===== src/rtl/vajra_pkg.sv =====
// Shared types and constants for the Vajra Hilbert broadcast mesh.
//   state_t         walk controller states
//   MODE_*          transaction mode encodings (i_in_mode)
//   HIL_*           Hilbert quadrant codes {rx, ry} in visiting order LL, UL, UR, LR
//   DEFAULT_STEP_NM default wire length per Hilbert step
package vajra_pkg;

   typedef enum logic [1:0] {
      ST_IDLE = 2'd0,
      ST_WALK = 2'd1,
      ST_DONE = 2'd2
   } state_t;

   localparam logic MODE_BCAST = 1'b0;
   localparam logic MODE_SEG   = 1'b1;

   localparam logic [1:0] HIL_LL = 2'b00;
   localparam logic [1:0] HIL_UL = 2'b01;
   localparam logic [1:0] HIL_UR = 2'b11;
   localparam logic [1:0] HIL_LR = 2'b10;

   localparam int unsigned DEFAULT_STEP_NM = 10;

endpackage


===== src/rtl/vajra_hilbert_d2xy.sv =====
// Combinational Hilbert index -> (x, y) conversion, unrolled over ORDER levels.
//   i_idx  Hilbert index, 2*ORDER bits
//   o_x_c  column of the node, ORDER bits
//   o_y_c  row of the node, ORDER bits
module vajra_hilbert_d2xy
   import vajra_pkg::*;
#(
   parameter int unsigned ORDER = 3
) (
   input  logic [2*ORDER-1:0] i_idx,
   output logic [ORDER-1:0]   o_x_c,
   output logic [ORDER-1:0]   o_y_c
);

   logic [ORDER-1:0]   w_x;
   logic [ORDER-1:0]   w_y;
   logic [ORDER-1:0]   w_tmp;
   logic [ORDER-1:0]   w_mask;
   logic [2*ORDER-1:0] w_t;
   logic               w_rx;
   logic               w_ry;

   // Level lvl works on a 2^lvl square; x,y < 2^lvl so (s-1-v) is v ^ mask.
   always_comb begin
      w_x    = '0;
      w_y    = '0;
      w_tmp  = '0;
      w_mask = '0;
      w_t    = i_idx;
      w_rx   = 1'b0;
      w_ry   = 1'b0;
      for (int lvl = 0; lvl < int'(ORDER); lvl++) begin
         w_rx   = w_t[1];
         w_ry   = w_t[0] ^ w_t[1];
         w_mask = ORDER'((1 << lvl) - 1);
         unique case ({w_rx, w_ry})
            HIL_LL: begin
               w_tmp = w_x;
               w_x   = w_y;
               w_y   = w_tmp;
            end
            HIL_UL: w_y[lvl] = 1'b1;
            HIL_UR: begin
               w_x[lvl] = 1'b1;
               w_y[lvl] = 1'b1;
            end
            HIL_LR: begin
               w_tmp    = w_x ^ w_mask;
               w_x      = w_y ^ w_mask;
               w_y      = w_tmp;
               w_x[lvl] = 1'b1;
            end
         endcase
         w_t = w_t >> 2;
      end
   end

   assign o_x_c = w_x;
   assign o_y_c = w_y;

endmodule


===== src/rtl/vajra_hilbert_mesh.sv =====
// Hilbert-curve broadcast mesh: accepts one word, walks the Hilbert path one node
// per cycle and writes the word into every node visited (full or segment walk).
//   clk, reset            clock, async active-high reset
//   i_in_data/valid/mode  Bindu request; o_in_ready high only when idle
//   i_seg_lo/i_seg_hi     inclusive Hilbert-index bounds for segment mode
//   i_abort               stop the current walk
//   o_node_data/active    row-major node words and written flags
//   o_tap_data/valid      words/flags at the TAP_ADDR nodes
//   o_cur_x/o_cur_y       coordinate of the node written last
//   o_busy/done/aborted   walk status and completion pulses
//   o_steps_taken         nodes written in the current/last transaction
//   o_wire_length_nm      (steps-1)*STEP_NM, saturating at 16'hFFFF
module vajra_hilbert_mesh
   import vajra_pkg::*;
#(
   parameter int unsigned                 DATA_WIDTH = 8,
   parameter int unsigned                 ORDER      = 3,
   parameter int unsigned                 NUM_TAPS   = 8,
   parameter logic [NUM_TAPS*2*ORDER-1:0] TAP_ADDR   = '0,
   parameter int unsigned                 STEP_NM    = DEFAULT_STEP_NM
) (
   input  logic                                    clk,
   input  logic                                    reset,
   input  logic [DATA_WIDTH-1:0]                   i_in_data,
   input  logic                                    i_in_valid,
   output logic                                    o_in_ready,
   input  logic                                    i_in_mode,
   input  logic [2*ORDER-1:0]                      i_seg_lo,
   input  logic [2*ORDER-1:0]                      i_seg_hi,
   input  logic                                    i_abort,
   output logic [(1<<(2*ORDER))*DATA_WIDTH-1:0]    o_node_data,
   output logic [(1<<(2*ORDER))-1:0]               o_node_active,
   output logic [NUM_TAPS*DATA_WIDTH-1:0]          o_tap_data,
   output logic [NUM_TAPS-1:0]                     o_tap_valid,
   output logic [ORDER-1:0]                        o_cur_x,
   output logic [ORDER-1:0]                        o_cur_y,
   output logic                                    o_busy,
   output logic                                    o_done,
   output logic                                    o_aborted,
   output logic [2*ORDER:0]                        o_steps_taken,
   output logic [15:0]                             o_wire_length_nm
);

   localparam int unsigned AW        = 2 * ORDER;
   localparam int unsigned NUM_NODES = 1 << AW;

   state_t                          r_state;
   logic [DATA_WIDTH-1:0]           r_data;
   logic [AW-1:0]                   r_idx;
   logic [AW-1:0]                   r_end;
   logic [NUM_NODES*DATA_WIDTH-1:0] r_node_data;
   logic [NUM_NODES-1:0]            r_node_active;
   logic [NUM_TAPS*DATA_WIDTH-1:0]  r_tap_data;
   logic [NUM_TAPS-1:0]             r_tap_valid;
   logic [ORDER-1:0]                r_cur_x;
   logic [ORDER-1:0]                r_cur_y;
   logic                            r_in_ready;
   logic                            r_busy;
   logic                            r_done;
   logic                            r_aborted;
   logic [AW:0]                     r_steps;
   logic [15:0]                     r_wire;

   logic [ORDER-1:0]                w_x;
   logic [ORDER-1:0]                w_y;
   logic [AW-1:0]                   w_addr;
   logic [31:0]                     w_len;

   vajra_hilbert_d2xy #(.ORDER(ORDER)) u_d2xy (
      .i_idx (r_idx),
      .o_x_c (w_x),
      .o_y_c (w_y)
   );

   assign w_addr = {w_y, w_x};
   // Length after this write uses the pre-increment step count: (steps+1-1)*STEP_NM.
   assign w_len  = 32'(r_steps) * 32'(STEP_NM);

   // Walk controller and all registered outputs.
   always_ff @(posedge clk or posedge reset) begin
      if (reset) begin
         r_state       <= ST_IDLE;
         r_data        <= '0;
         r_idx         <= '0;
         r_end         <= '0;
         r_node_data   <= '0;
         r_node_active <= '0;
         r_tap_data    <= '0;
         r_tap_valid   <= '0;
         r_cur_x       <= '0;
         r_cur_y       <= '0;
         r_in_ready    <= 1'b1;
         r_busy        <= 1'b0;
         r_done        <= 1'b0;
         r_aborted     <= 1'b0;
         r_steps       <= '0;
         r_wire        <= '0;
      end else begin
         r_done    <= 1'b0;
         r_aborted <= 1'b0;
         unique case (r_state)
            ST_IDLE: begin
               if (i_in_valid) begin
                  r_data        <= i_in_data;
                  r_node_active <= '0;
                  r_tap_valid   <= '0;
                  r_steps       <= '0;
                  r_wire        <= '0;
                  r_in_ready    <= 1'b0;
                  unique case (i_in_mode)
                     MODE_BCAST: begin
                        r_idx   <= '0;
                        r_end   <= AW'(NUM_NODES - 1);
                        r_state <= ST_WALK;
                        r_busy  <= 1'b1;
                     end
                     MODE_SEG: begin
                        r_idx <= i_seg_lo;
                        r_end <= i_seg_hi;
                        // Empty segment completes without touching the mesh.
                        if (i_seg_lo > i_seg_hi) begin
                           r_state <= ST_DONE;
                        end else begin
                           r_state <= ST_WALK;
                           r_busy  <= 1'b1;
                        end
                     end
                  endcase
               end
            end
            ST_WALK: begin
               // Abort wins over the write and over end-of-walk.
               if (i_abort) begin
                  r_state    <= ST_IDLE;
                  r_busy     <= 1'b0;
                  r_aborted  <= 1'b1;
                  r_in_ready <= 1'b1;
               end else begin
                  r_node_data[w_addr*DATA_WIDTH +: DATA_WIDTH] <= r_data;
                  r_node_active[w_addr] <= 1'b1;
                  for (int k = 0; k < int'(NUM_TAPS); k++) begin
                     if (TAP_ADDR[k*AW +: AW] == w_addr) begin
                        r_tap_data[k*DATA_WIDTH +: DATA_WIDTH] <= r_data;
                        r_tap_valid[k] <= 1'b1;
                     end
                  end
                  r_cur_x <= w_x;
                  r_cur_y <= w_y;
                  r_steps <= r_steps + 1'b1;
                  r_wire  <= (w_len > 32'h0000_FFFF) ? 16'hFFFF : w_len[15:0];
                  if (r_idx == r_end) begin
                     r_state <= ST_DONE;
                     r_busy  <= 1'b0;
                  end else begin
                     r_idx <= r_idx + 1'b1;
                  end
               end
            end
            ST_DONE: begin
               r_state    <= ST_IDLE;
               r_done     <= 1'b1;
               r_in_ready <= 1'b1;
            end
            default: r_state <= ST_IDLE;
         endcase
      end
   end

   assign o_in_ready       = r_in_ready;
   assign o_node_data      = r_node_data;
   assign o_node_active    = r_node_active;
   assign o_tap_data       = r_tap_data;
   assign o_tap_valid      = r_tap_valid;
   assign o_cur_x          = r_cur_x;
   assign o_cur_y          = r_cur_y;
   assign o_busy           = r_busy;
   assign o_done           = r_done;
   assign o_aborted        = r_aborted;
   assign o_steps_taken    = r_steps;
   assign o_wire_length_nm = r_wire;

endmodule


===== config.mk =====
export PLATFORM = sky130hd
export DESIGN_NAME = vajra_hilbert_mesh
export DESIGN_NICKNAME = d
export VERILOG_FILES = /design/src/rtl/vajra_pkg.sv /design/src/rtl/vajra_hilbert_d2xy.sv /design/src/rtl/vajra_hilbert_mesh.sv
export SDC_FILE = /design/constraint.sdc
export NUM_CORES = 1
export LEC_CHECK = 0
export ABC_AREA = 1
export CAP_MARGIN = 30
export CORE_AREA = 2 2 277 279
export CTS_CLUSTER_SIZE = 8
export DETAILED_ROUTE_END_ITERATION = 7
export DIE_AREA = 0 0 279 281
export PLACE_DENSITY_LB_ADDON = 0.2
export SLEW_MARGIN = 20
export SYNTH_ARGS = -nofsm -noshare
export SYNTH_HDL_FRONTEND = slang
export SYNTH_HIERARCHICAL = 1
export SYNTH_SLANG_ARGS = --single-unit

===== constraint.sdc =====
create_clock -name clk -period 24.8 [get_ports clk]
set_clock_uncertainty 0.2 [all_clocks]
set_input_delay 4.96 -clock clk [delete_from_list [all_inputs] [get_ports clk]]
set_output_delay 4.96 -clock clk [all_outputs]
set_load 0.02 [all_outputs]

# Word level (Yosys, flattened, before mapping)
# Index checks and enable logic that the tools add are counted.
dict set report totals {
  output_inout_bits 681
  wordCells 132
  register_bits 703
}
dict set report op_classes {
  n_mul 1
  order_cmp 4
  add_sub_neg 3
  bitwise 10
  n_eq_ne 19
  mux 51
  reduce_logical 26
  shifts 2
}
# cell n
set ops {}
lappend ops {{$bwmux W512} 1}
lappend ops {{$shift A8 B34 Y512 const A} 1}
lappend ops {{$shiftx A8 B34 Y512} 1}
lappend ops {{$mux W64} 2}
lappend ops {{$pmux W64 S2} 1}
lappend ops {{$or A64 B64 Y64} 1}
lappend ops {{$mux W16} 3}
lappend ops {{$pmux W6 S2} 3}
lappend ops {{$neg A9 Y34} 1}
lappend ops {{$pmux W16 S2} 1}
lappend ops {{$mux W6} 3}
lappend ops {{$reduce_or A2 Y1} 9}
lappend ops {{$gt A11 B16 Y1 const B} 1}
lappend ops {{$mux W8} 2}
lappend ops {{$pmux W2 S2} 4}
lappend ops {{$pmux W8 S2} 1}
lappend ops {{$eq A2 B2 Y1 const B} 7}
lappend ops {{$mux W1} 14}
lappend ops {{$mux W7} 2}
lappend ops {{$pmux W1 S2} 7}
lappend ops {{$pmux W7 S2} 1}
lappend ops {{$reduce_and A4 Y1} 3}
lappend ops {{$mul A7 B3 Y10 const B} 1}
lappend ops {{$ne A2 B2 Y1 const B} 5}
lappend ops {{other kinds (21)} 41}

# Logic depth before layout (Yosys ltp)
# Gate-level depths: netlist of run 1.
dict set report depth {
  word_depth 15
  depth_mapped 23
}

# Modules after synthesis
# Netlist of run 1, hierarchy kept.
# mod instances cells_per_inst seq_area_each_um2 area_each_um2
set modules_own_cells {}
lappend modules_own_cells {vajra_hilbert_mesh 1 3386 15866.5 29110.4}
lappend modules_own_cells {vajra_hilbert_d2xy 1 56 0.0 342.8}

# Least setup slack after synthesis of run 1
# No wires, ideal clock.
dict set report synth_timing {
  path_kind {input to register}
  from {input i_abort}
  to {register r_node_data[144], in the netlist o_node_data[144]}
  arrival_ns 6.186
  setup_time_ns 0.131
  stages 9
  required_ns 24.469
  slack_ns 18.283
  path_cell_list {nor2_2 > nand2_4 > nor2_8 > nand2_4 > inv_4 > nand2_1 > clkbuf_1 > nand2_1 > o21ai_0}
}
dict set report synth_via {
  elab_chain_len 2
}
# item line
set synth_rtl {}
lappend synth_rtl {{start: declaration} vajra_hilbert_mesh.sv:30} ;# input logic i_abort,
lappend synth_rtl {{$not A1 Y1 (no source line)} --}
lappend synth_rtl {{$reduce_and A2 Y1 (no source line)} --}
lappend synth_rtl {{end signal: indexed assignment} vajra_hilbert_mesh.sv:139} ;# r_node_data[w_addr*DATA_WIDTH +: DATA_WIDTH] <= r_data;
lappend synth_rtl {{end: declaration} vajra_hilbert_mesh.sv:51} ;# logic [NUM_NODES*DATA_WIDTH-1:0] r_node_data;
# Every way passes these cells.
# A chain may end at the register's enable or synchronous reset.

# Worst setup path after layout of run 1
dict set report layout_timing {
  from {input i_abort}
  to {register r_node_data[370], in the netlist o_node_data[370]}
}
# The elaborated chain is that of the path after synthesis.

==> reports/qor.log, run 1 <==
INFO  sta            rsz0062_at_grt=no
INFO  sta            post-route-min-period=7610ps
INFO  routing        route.detailed.wl_per_inst=22.1microns
INFO  global_routing antenna_found_initial=4
INFO  synth          yosysTopAreaCell=sky130_fd_sc_hd__dfrtp_1
INFO  synth          synth.ff_latch_count=634
INFO  sta            final_max_slew_viol_count=0
INFO  pwr            power.static_leakage=17.5nW
INFO  setup_path     critical_path.reg2reg.endpoint=o_node_data[146]$_DFFE_PP0P_
INFO  place          finalWeightedCongestion=0.879
INFO  sta            final.setup.worst_slack=17190ps
INFO  setup_path     regToRegSetupSlack=18940ps
INFO  layout         areaGrowthSynthToFinish=32.5%
INFO  layout         layout-drive-gt1-share=0.0757
INFO  setup_path     r2r.worst_path.cells=18
INFO  hold_path      hold_path_end=o_node_data[436]$_DFFE_PP0P_
INFO  synth          synth_top_area_frac=0.538
INFO  setup_path     max_stage_delay_cell_worst_path=sky130_fd_sc_hd__buf_4
INFO  synth          synth_cells=3442
INFO  job            cap_viol_max_count=0
INFO  synth          post_synth_main_area_contributors=sky130_fd_sc_hd__dfrtp_1, sky130_fd_sc_hd__nand2_1, sky130_fd_sc_hd__nand3_1, sky130_fd_sc_hd__nor2_1, sky130_fd_sc_hd__nand4_1
INFO  cts            maximum_clock_insertion_buffer_count=3
INFO  floorplan      start_util=0.390
INFO  floorplan      core.rowCount=101
INFO  cts            ctsHoldBuffers=0
INFO  sta            ratio_of_final_minimum_period_to_clock_period=0.307
INFO  synth          synthesis.area_per_instance=8.56squm
INFO  setup_path     rr_startpoint=r_idx[2]$_DFFE_PP0P_
INFO  hold_path      hp-start=o_node_data[436]$_DFFE_PP0P_
INFO  routing        dr_total_vias=26307
INFO  setup_path     critical_path_fanouts_max=57
INFO  outcome        outcome=finished, final reports clean
INFO  routing        drt_wl_total=111mm
INFO  global_routing gr-total-overflow=0
INFO  synth          synthDistinctLibCells=47
INFO  floorplan      placeableCoreArea=0.0754sqmm
INFO  sta            finalSetupViolCount=0
INFO  hold_path      hold_path.class=flop to flop
INFO  hold_path      min_delay_path_depth=2
INFO  global_routing grt_usage=0.276
INFO  synth          post_synth_instance_area=0.0295sqmm
INFO  sta            finalHoldWorstSlack=269ps
INFO  global_routing vias_in_the_first_global_route=24918
INFO  routing        drc_errors=0
INFO  layout         nets=4062
INFO  synth          yosys_warn_count=6
INFO  place          place.detailed.hpwl=78.7mm
INFO  routing        first_iter_violations=2427
INFO  sta            transition_at_the_pin_with_the_smallest_max_transition_slack=1010ps
INFO  sta            max-slew-margin-rel=0.325
INFO  floorplan      fp.dieH=281microns
INFO  place          dpl_worst_slack=16570ps
INFO  routing        detail-route-antenna-nets=0
INFO  global_routing pin_count_of_the_biggest_net_entering_global_routing=167
INFO  routing        drt_pass1_iterations=5
INFO  cts            clock-root-buffer=sky130_fd_sc_hd__clkbuf_16
INFO  layout         most_frequent_standard_cell_in_the_layout_excluding_fill_and_tap_cells=sky130_fd_sc_hd__nand2_1
INFO  place          io_buffers=699
INFO  layout         layout.area.seq=0.0159sqmm
INFO  setup_path     critical_path.startpoint_type=input port
INFO  pwr            ir_drop=0.000262V
INFO  setup_path     cp_cell_sequence=clkdlybuf4s50_1 > nor2_2 > nand2_4 > nor2_4 > buf_4 > buf_4 > nand2_1 > nand2_1 > o21ai_1
INFO  cts            clk_pin_slew=50ps
INFO  global_routing first_pass_grt_wire_length=164mm
INFO  sta            fin_setup_tns=0ps
INFO  sta            report.final.hold_viol_count=0
INFO  setup_path     worstPathArrival=7920ps
INFO  layout         count_of_fill_cells_added_during_filler_insertion=7129
INFO  cts            cts_sinks=634
INFO  routing        vias_per_cell=5.27
INFO  setup_path     crit_path_kind=input port to flop
INFO  setup_path     critical_path_required=25110ps
INFO  floorplan      io_pins=706
INFO  cts            postCtsSetupBuffers=0
INFO  setup_path     critical_path.max_stage_delay=680ps
INFO  layout         layout.cells.most_common_list=sky130_fd_sc_hd__nand2_1, sky130_fd_sc_hd__clkdlybuf4s50_1, sky130_fd_sc_hd__dfrtp_1, sky130_fd_sc_hd__nand3_1, sky130_fd_sc_hd__nor2_1
INFO  cts            htree_levels=3
INFO  layout         multi_input_comb_area=0.0114sqmm
INFO  setup_path     setup.worst_path.end_class=flop
INFO  cts            post_cts.resized_instances=0
INFO  floorplan      floorplan.die.width=279microns
INFO  synth          seq_area_frac_synth=0.539
INFO  floorplan      fp.dieArea=0.0784sqmm
INFO  cts            worst_skew_pair.late_latency=640ps
INFO  sta            timing.fmax=131MHz
INFO  cts            cts_inserted_buffers=89
INFO  cts            cts_tree=yes
INFO  pwr            power.density_cell_area=137mW/mm^2
[sequential cells by signal (all words and copies together), names as in the netlist, 2 cells and up]
| signal | cells |
|---|---|
| o_wire_length_nm | 10 |
| o_steps_taken | 7 |
| o_cur_x | 3 |
| o_cur_y | 3 |
| o_node_active | 64 |
| o_node_data | 512 |
| r_state | 2 |
| o_tap_data | 8 |
| r_idx | 6 |
| r_end | 6 |
| r_data | 8 |
[cells by family after synthesis]
family                     synth area share
xor gates and xnor gates            0.00272
other                              0.000127
and+or+nand+nor                       0.282
adders and majority gates            0.0151
AOI/OAI and AO/OA                    0.0854
DFF                                   0.539
muxes                              0.000382
buffers and inverters                0.0755
[cell usage after synthesis, drive strengths merged]
cell and number:
a21oi 84, a22o 4, a22oi 1, a31oi 3
a32o 3, a41oi 1, buf 197, clkbuf 79
conb 1, dfrtp 633, dfstp 1, fa 1
ha 34, inv 175, mux2 1, nand2 986
nand3 348, nand4 148, nor2 345, nor3 31
nor3b 1, nor4 4, o211ai 1, o21a 1
o21ai 346, o31ai 1, or2 5, xor2 7
[critical path, delay by kind of cell]
kind | cells | cell delay [ps]
compound gates | 1 | 70
simple gates | 5 | 1120
buf+inv | 3 | 1650
[metrics by stage]
step / utilization / instance area, sq um / total power, mW / cells
after floorplan: - / 29500 / 3.26 / 3447
after global placement: 0.483 / 36500 / 4.19 / 4881
after detailed placement: 0.484 / 36500 / 4.21 / 4883
after CTS: 0.516 / 38900 / 5.32 / 4988
after global routing: 0.517 / 39000 / 5.61 / 4995
final: 0.517 / 39000 / 5.33 / 4996
[cell type report]
class                   instances  share of cell area
flip-flops and latches        634               0.407
repair buffers                740               0.190
diodes                          2            0.000128
clock buffers                  98              0.0587
inverters                     175              0.0173
multi-input cells            2362               0.293
clock inverters                 7             0.00349
well taps                     978              0.0314
[where the power goes]
group	leakage [nW]	switching [mW]	internal, mW	total [mW]
logic	7.53	2.43	0.581	3.01
clock network	1.18	0.458	0.648	1.11
registers	8.78	0.0891	1.13	1.22
total	17.5	2.98	2.36	5.33
[routing by layer]
layer,share of wire,track usage
met1,0.42,0.366
met2,0.48,0.452
met3,0.069,0.0574
met4,0.031,0.0939
met5,0.00030,0
[how the worst max path moves through the flow]
stage / startpoint / end / slack [ps] / cells after the start
after floorplan: reset / o_aborted$_DFF_PP0_ / 1880 / 1
after global placement: reset / o_node_data[500]$_DFFE_PP0P_ / 16580 / 4
after detailed placement: reset / o_node_data[503]$_DFFE_PP0P_ / 16570 / 4
after CTS: reset / o_node_data[69]$_DFFE_PP0P_ / 17250 / 4
after global routing: i_abort / o_node_data[295]$_DFFE_PP0P_ / 17000 / 9
final: i_abort / o_node_data[370]$_DFFE_PP0P_ / 17190 / 9
Note: power is estimated with default switching activity, not from simulation.
==> inputs of run 2 (changes only) <==
==> constraint.sdc (replaced) <==
create_clock -name clk -period 7 [get_ports clk]
set_clock_uncertainty 0.2 [all_clocks]
set_input_delay 1.4 -clock clk [delete_from_list [all_inputs] [get_ports clk]]
set_output_delay 1.4 -clock clk [all_outputs]
set_load 0.02 [all_outputs]
==> run 2 against run 1 <==
Compared with the run above: critical path type is now flop to flop; clock power rose to 3.5 times the previous value; sequential share of layout area up 0.056 points; global-route usage down 0.20 points.
==> reports/qor.log, run 2 (same netlist as run 1, synthesis figures left out) <==
INFO  routing        dr_total_vias=26244
INFO  routing        first_iter_violations=2403
INFO  sta            transition_at_the_pin_with_the_smallest_max_transition_slack=1180ps
INFO  layout         most_frequent_standard_cell_in_the_layout_excluding_fill_and_tap_cells=sky130_fd_sc_hd__nand2_1
INFO  cts            cts_inserted_buffers=89
INFO  layout         count_of_fill_cells_added_during_filler_insertion=7036
INFO  global_routing antenna_found_initial=5
INFO  setup_path     setup.worst_path.end_class=flop
INFO  global_routing grt_usage=0.274
INFO  floorplan      start_util=0.390
INFO  sta            max-slew-margin-rel=0.214
INFO  cts            postCtsSetupBuffers=0
INFO  sta            fin_setup_tns=0ps
INFO  pwr            total_power=18.8mW
INFO  cts            post_cts.resized_instances=0
INFO  layout         areaGrowthSynthToFinish=32.3%
INFO  setup_path     max_stage_delay_cell_worst_path=sky130_fd_sc_hd__ha_4
INFO  setup_path     critical-path-top-cell-by-count=sky130_fd_sc_hd__nand3_1
INFO  cts            cts_tree=yes
INFO  hold_path      hold_path.class=flop to flop
INFO  routing        detail-route-antenna-nets=0
INFO  cts            ctsHoldBuffers=0
INFO  global_routing pin_count_of_the_biggest_net_entering_global_routing=171
INFO  global_routing vias_in_the_first_global_route=25288
INFO  floorplan      floorplan.die.width=279microns
INFO  sta            report.final.hold_viol_count=0
INFO  routing        drc_errors=0
INFO  setup_path     worstPathArrival=5840ps
INFO  layout         layout.cells.most_common_list=sky130_fd_sc_hd__nand2_1, sky130_fd_sc_hd__clkdlybuf4s50_1, sky130_fd_sc_hd__dfrtp_1, sky130_fd_sc_hd__nand3_1, sky130_fd_sc_hd__nor2_1
INFO  layout         layout-drive-gt1-share=0.0749
INFO  setup_path     cp_cell_sequence=inv_1 > ha_1 > inv_2 > nand3_1 > nand3_1 > nand3_1 > nand2_1 > buf_4 > inv_1 > nand3_1 > nor2_1 > ha_4 > inv_6 > nor2_8 > nand2_4 > inv_4 > nand2_1 > nand2_1 > o21ai_0
INFO  pwr            ir_drop=0.00139V
INFO  routing        drt_pass1_iterations=6
INFO  cts            clk_pin_slew=60ps
INFO  sta            ratio_of_final_minimum_period_to_clock_period=0.792
INFO  sta            rsz0062_at_grt=no
INFO  setup_path     crit_path_kind=flop to flop
INFO  cts            clock-root-buffer=sky130_fd_sc_hd__clkbuf_16
INFO  floorplan      fp.dieArea=0.0784sqmm
INFO  routing        route.detailed.wl_per_inst=21.9microns
INFO  layout         multi_input_comb_area=0.0114sqmm
INFO  routing        drt_wl_total=110mm
INFO  place          place.detailed.hpwl=78.7mm
INFO  floorplan      placeableCoreArea=0.0754sqmm
INFO  place          io_buffers=699
INFO  hold_path      hold_path_end=o_node_data[355]$_DFFE_PP0P_
INFO  floorplan      core.rowCount=101
INFO  hold_path      min_delay_path_depth=2
INFO  job            cap_viol_max_count=0
INFO  setup_path     regToRegSetupSlack=1460ps
INFO  cts            cts_sinks=634
INFO  setup_path     critical_path.max_stage_delay=690ps
INFO  setup_path     critical_path.reg2reg.endpoint=o_node_data[144]$_DFFE_PP0P_
INFO  layout         layout.area.seq=0.0159sqmm
INFO  sta            final_max_slew_viol_count=0
INFO  global_routing first_pass_grt_wire_length=163mm
INFO  routing        vias_per_cell=5.25
INFO  place          finalWeightedCongestion=0.886
INFO  floorplan      io_pins=706
INFO  cts            worst_skew_pair.late_latency=640ps
INFO  setup_path     r2r.worst_path.cells=19
INFO  pwr            power.static_leakage=17.5nW
INFO  layout         nets=4064
INFO  setup_path     critical_path_required=7300ps
INFO  global_routing gr-total-overflow=0
INFO  hold_path      hp-start=o_node_data[355]$_DFFE_PP0P_
INFO  pwr            power.density_cell_area=482mW/mm^2
INFO  setup_path     rr_startpoint=r_idx[2]$_DFFE_PP0P_
INFO  sta            post-route-min-period=5540ps
INFO  sta            finalSetupViolCount=0
INFO  setup_path     critical_path.startpoint_type=flop
INFO  setup_path     critical_path_fanouts_max=77
INFO  layout         largest_register_ffs=512
INFO  floorplan      fp.dieH=281microns
INFO  cts            maximum_clock_insertion_buffer_count=3
INFO  sta            timing.fmax=180MHz
INFO  cts            htree_levels=3
INFO  outcome        outcome=finished, final reports clean
-- run 2: final cells by class --
cell class                      count  share of cell area
Tap cell                          978              0.0314
Timing Repair Buffer              742               0.190
Clock inverter                      6             0.00276
Sequential cell                   634               0.407
Antenna cell                        1           0.0000642
Clock buffer                       98              0.0580
Inverter                          175              0.0173
Multi-Input combinational cell   2362               0.293
-- run 2: per-layer routing --
layer / vias up / global-route usage / routed length, microns
li1: 12337 / - / -
met1: 12686 / 0.358 / 45400
met2: 1016 / 0.447 / 51900
met3: 197 / 0.0634 / 8030
met4: 8 / 0.102 / 4200
met5: - / 0 / 46
-- run 2: through the flow --
step                worst slack (ps)  hold slack [ps]   util  std cells  instance area (sq um)
floorplan                      -3260              272      -       3447                  29500
global placement                1630              253  0.484       4886                  36500
detailed placement              1490              257  0.484       4888                  36500
CTS                             1480              269  0.516       4992                  38900
global route                    1020              290  0.517       4996                  39000
finish                          1460              265  0.517       4996                  39000
-- run 2: how the worst max path moves through the flow --
stage	from	end	slack, ps
floorplan	reset	o_aborted$_DFF_PP0_	-3260
global placement	r_idx[2]$_DFFE_PP0P_	o_node_data[149]$_DFFE_PP0P_	1630
detailed placement	r_idx[2]$_DFFE_PP0P_	o_node_data[147]$_DFFE_PP0P_	1490
CTS	r_idx[2]$_DFFE_PP0P_	o_node_data[150]$_DFFE_PP0P_	1480
global route	r_idx[2]$_DFFE_PP0P_	o_node_data[147]$_DFFE_PP0P_	1020
finish	r_idx[2]$_DFFE_PP0P_	o_node_data[144]$_DFFE_PP0P_	1460
-- run 2: critical path: cells and delay by family, from the launching register on --
family,cells,cell delay (ps)
AND/OR/NAND/NOR,10,1930
AO/OA/AOI/OAI,1,90
buffers and inverters,6,1540
flip-flops,1,510
adder cells (fa/ha/maj),2,1060
-- run 2: power breakdown --
| group | leakage (nW) | switching [mW] | internal (mW) |
|---|---|---|---|
| Sequential | 8.78 | 0.283 | 4.00 |
| Combinational | 7.53 | 8.51 | 2.07 |
| Clock | 1.16 | 1.61 | 2.29 |
==> inputs of run 3 (changes only) <==
--- a/config.mk
+++ b/config.mk
@@ -7,10 +7,10 @@
 export LEC_CHECK = 0
 export ABC_AREA = 1
 export CAP_MARGIN = 30
-export CORE_AREA = 2 2 277 279
+export CORE_AREA = 2 2 275 277
 export CTS_CLUSTER_SIZE = 8
 export DETAILED_ROUTE_END_ITERATION = 7
-export DIE_AREA = 0 0 279 281
+export DIE_AREA = 0 0 277 279
 export PLACE_DENSITY_LB_ADDON = 0.2
 export SLEW_MARGIN = 20
 export SYNTH_ARGS = -nofsm -noshare
==> constraint.sdc (replaced) <==
create_clock -name clk -period 4.6 [get_ports clk]
set_clock_uncertainty 0.2 [all_clocks]
set_input_delay 0.92 -clock clk [delete_from_list [all_inputs] [get_ports clk]]
set_output_delay 0.92 -clock clk [all_outputs]
set_load 0.02 [all_outputs]
==> run 3 against run 2 <==
Compared with the run above: utilization up 1.6 points; critical path depth down 1; critical path type unchanged; sequential cell count unchanged; largest power group unchanged; combinational power up 59%; highest routed layer unchanged; total power up 57%; setup slack worse by 1200 ps; clock power up 55%; first-iteration DRC count up 2.7%; critical endpoint is now o_node_data[43]$_DFFE_PP0P_; die area down 1.4%; via count up 1.1%; clock-buffer cell count up 3.
==> reports/qor.log, run 3 (same netlist as run 1, synthesis figures left out) <==
INFO  global_routing grtUsageMet3=0.0592
INFO  setup_path     critical_path_required=4960ps
INFO  setup_path     critical_path.startpoint_type=flop
INFO  pwr            ir_drop=0.00280V
INFO  routing        drt_pass1_iterations=6
INFO  place          placed_cell_area=0.0368sqmm
INFO  job            cap_viol_max_count=0
INFO  setup_path     critical_path.max_stage_delay=580ps
INFO  cts            htree_levels=3
INFO  pwr            power.static_leakage=17.7nW
INFO  routing        detail-route-antenna-nets=0
INFO  pwr            power.density_cell_area=747mW/mm^2
INFO  pwr            switching_share=0.545
INFO  setup_path     max_stage_delay_cell_worst_path=sky130_fd_sc_hd__nor2_1
INFO  pwr            internal-power=13.4mW
INFO  setup_path     crit_path_kind=flop to flop
INFO  sta            ratio_of_final_minimum_period_to_clock_period=0.937
INFO  routing        first_iter_violations=2467
INFO  layout         areaGrowthSynthToFinish=33.9%
INFO  cts            ctsHoldBuffers=0
INFO  layout         multi_input_comb_area=0.0115sqmm
INFO  place          place.detailed.hpwl=79.8mm
INFO  layout         post-route-util=0.533
INFO  cts            cts_tree=yes
INFO  sta            timing.fmax=232MHz
INFO  routing        vias_per_cell=5.29
INFO  layout         most_frequent_standard_cell_in_the_layout_excluding_fill_and_tap_cells=sky130_fd_sc_hd__nand2_1
INFO  floorplan      floorplan.die.width=277microns
INFO  cts            clock-root-buffer=sky130_fd_sc_hd__clkbuf_16
INFO  pwr            power_frac_seq=0.222
INFO  place          io_buffers=699
INFO  layout         layout.area.seq=0.0159sqmm
INFO  global_routing first_pass_grt_wire_length=165mm
INFO  layout         largest_register_ffs=512
INFO  global_routing gr-total-overflow=0
INFO  layout         nets=4089
INFO  pwr            power_frac_comb=0.573
INFO  routing        drt_wl_total=110mm
INFO  pwr            power.switching=16.1mW
INFO  cts            clk_pin_slew=60ps
INFO  setup_path     critical_path_fanouts_max=11
INFO  global_routing grt_met2_usage=0.453
INFO  global_routing pin_count_of_the_biggest_net_entering_global_routing=154
INFO  cts            cts_inserted_buffers=90
INFO  sta            finalSetupViolCount=0
INFO  cts            cts_sinks=634
INFO  sta            post-route-min-period=4310ps
INFO  routing        drc_errors=0
INFO  floorplan      fp.dieArea=0.0773sqmm
INFO  pwr            total_power=29.5mW
INFO  floorplan      io_pins=706
INFO  layout         layout-drive-gt1-share=0.0875
INFO  layout         layout.cells.most_common_list=sky130_fd_sc_hd__nand2_1, sky130_fd_sc_hd__clkdlybuf4s50_1, sky130_fd_sc_hd__dfrtp_1, sky130_fd_sc_hd__nand3_1, sky130_fd_sc_hd__nor2_1
INFO  sta            final.setup.worst_slack=292ps
INFO  layout         stdcell_area=0.0395sqmm
INFO  sta            fin_setup_tns=0ps
INFO  sta            final_max_slew_viol_count=0
INFO  place          finalWeightedCongestion=0.874
INFO  sta            max-slew-margin-rel=0.339
INFO  global_routing grt_usage=0.279
INFO  floorplan      placeableCoreArea=0.0741sqmm
INFO  hold_path      hold_path.class=flop to flop
INFO  floorplan      start_util=0.398
INFO  cts            worst_skew_pair.late_latency=630ps
INFO  setup_path     regToRegSetupSlack=290ps
INFO  global_routing globalRouteMet1Util=0.370
INFO  floorplan      fp.dieH=279microns
INFO  layout         antenna_cells=0
INFO  floorplan      core.rowCount=100
INFO  setup_path     cp_cell_sequence=inv_1 > ha_1 > inv_1 > o21ai_0 > o21ai_1 > buf_4 > inv_1 > ha_1 > buf_4 > clkinvlp_4 > buf_4 > nor2_1 > nand2_1 > nor2_1 > nand2_1 > nor2_1 > nand4_1 > nand2_1
INFO  sta            report.final.hold_viol_count=0
INFO  setup_path     worstPathArrival=4670ps
INFO  layout         count_of_fill_cells_added_during_filler_insertion=6929
INFO  cts            maximum_clock_insertion_buffer_count=3
INFO  setup_path     setup.worst_path.end_class=flop
INFO  global_routing antenna_found_initial=3
INFO  pwr            clkPwrFrac=0.205
INFO  outcome        outcome=finished, final reports clean
INFO  sta            transition_at_the_pin_with_the_smallest_max_transition_slack=992ps
INFO  global_routing globalRoute.busiestLayer=met2
INFO  global_routing vias_in_the_first_global_route=25522
INFO  place          dpl_worst_slack=203ps
INFO  routing        dr_total_vias=26539
INFO  routing        route.detailed.wl_per_inst=21.9microns
-- run 3: cell types whose count changed in the layout (fill, tap and decap cells not counted), moves of 4 or more --
cell                      before  now
sky130_fd_sc_hd__buf_4        32   51
sky130_fd_sc_hd__nand2_1     964  949
sky130_fd_sc_hd__nand2_2      10   24
sky130_fd_sc_hd__buf_12        8   15
sky130_fd_sc_hd__nor2_1      317  311
sky130_fd_sc_hd__nor2_4        8   12
-- run 3: layer usage --
layer / share of wire / wire, microns
met1: 0.42 / 45800
met3: 0.074 / 8120
met4: 0.038 / 4180
met5: 0.00040 / 44
met2: 0.47 / 51800
-- run 3: stage by stage --
stage,std cells,hold slack [ps]
floorplan,3447,272
global placement,4901,253
detailed placement,4902,257
CTS,5009,270
global route,5013,281
finish,5013,269
-- run 3: final timing paths --
kind	from	end	cells after the start
max	r_idx[4]$_DFFE_PP0P_	o_node_data[43]$_DFFE_PP0P_	18
min	o_node_data[332]$_DFFE_PP0P_	o_node_data[332]$_DFFE_PP0P_	2
max reg2reg	r_idx[4]$_DFFE_PP0P_	o_node_data[43]$_DFFE_PP0P_	18
min reg2reg	o_node_data[332]$_DFFE_PP0P_	o_node_data[332]$_DFFE_PP0P_	2
max in group asynchronous	reset	o_node_data[290]$_DFFE_PP0P_	3
min in group asynchronous	reset	o_node_data[248]$_DFFE_PP0P_	2
-- run 3: area by class of cell --
cell class,count,share of cell area
Sequential cell,634,0.402
Multi-Input combinational cell,2362,0.291
Timing Repair Buffer,766,0.195
Tap cell,969,0.0307
Inverter,175,0.0173
Clock buffer,101,0.0600
Clock inverter,6,0.00333
-- run 3: worst max-delay path: cells and delay by family, from the launching register on --
| family | cells | cell delay (ps) |
|---|---|---|
| fa+ha+maj | 2 | 820 |
| flops | 1 | 410 |
| compound gates | 2 | 230 |
| buf+inv | 7 | 1280 |
| simple gates | 7 | 1280 |
-- run 3: power by group through the flow --
stage / Combinational, mW / Sequential (mW) / Clock (mW)
floorplan: 10.6 / 7.00 / 0
global route: 18.0 / 6.60 / 6.37
detailed placement: 16.5 / 6.62 / 0
finish: 16.9 / 6.54 / 6.05
CTS: 16.5 / 6.54 / 6.16
global placement: 16.5 / 6.62 / 0
-- run 3: timing repair --
item,4_1_cts,5_1_grt
setup buffers,0,4
gates resized for setup,0,32
endpoints found under the setup margin,0,317
hold endpoints to repair,0,0
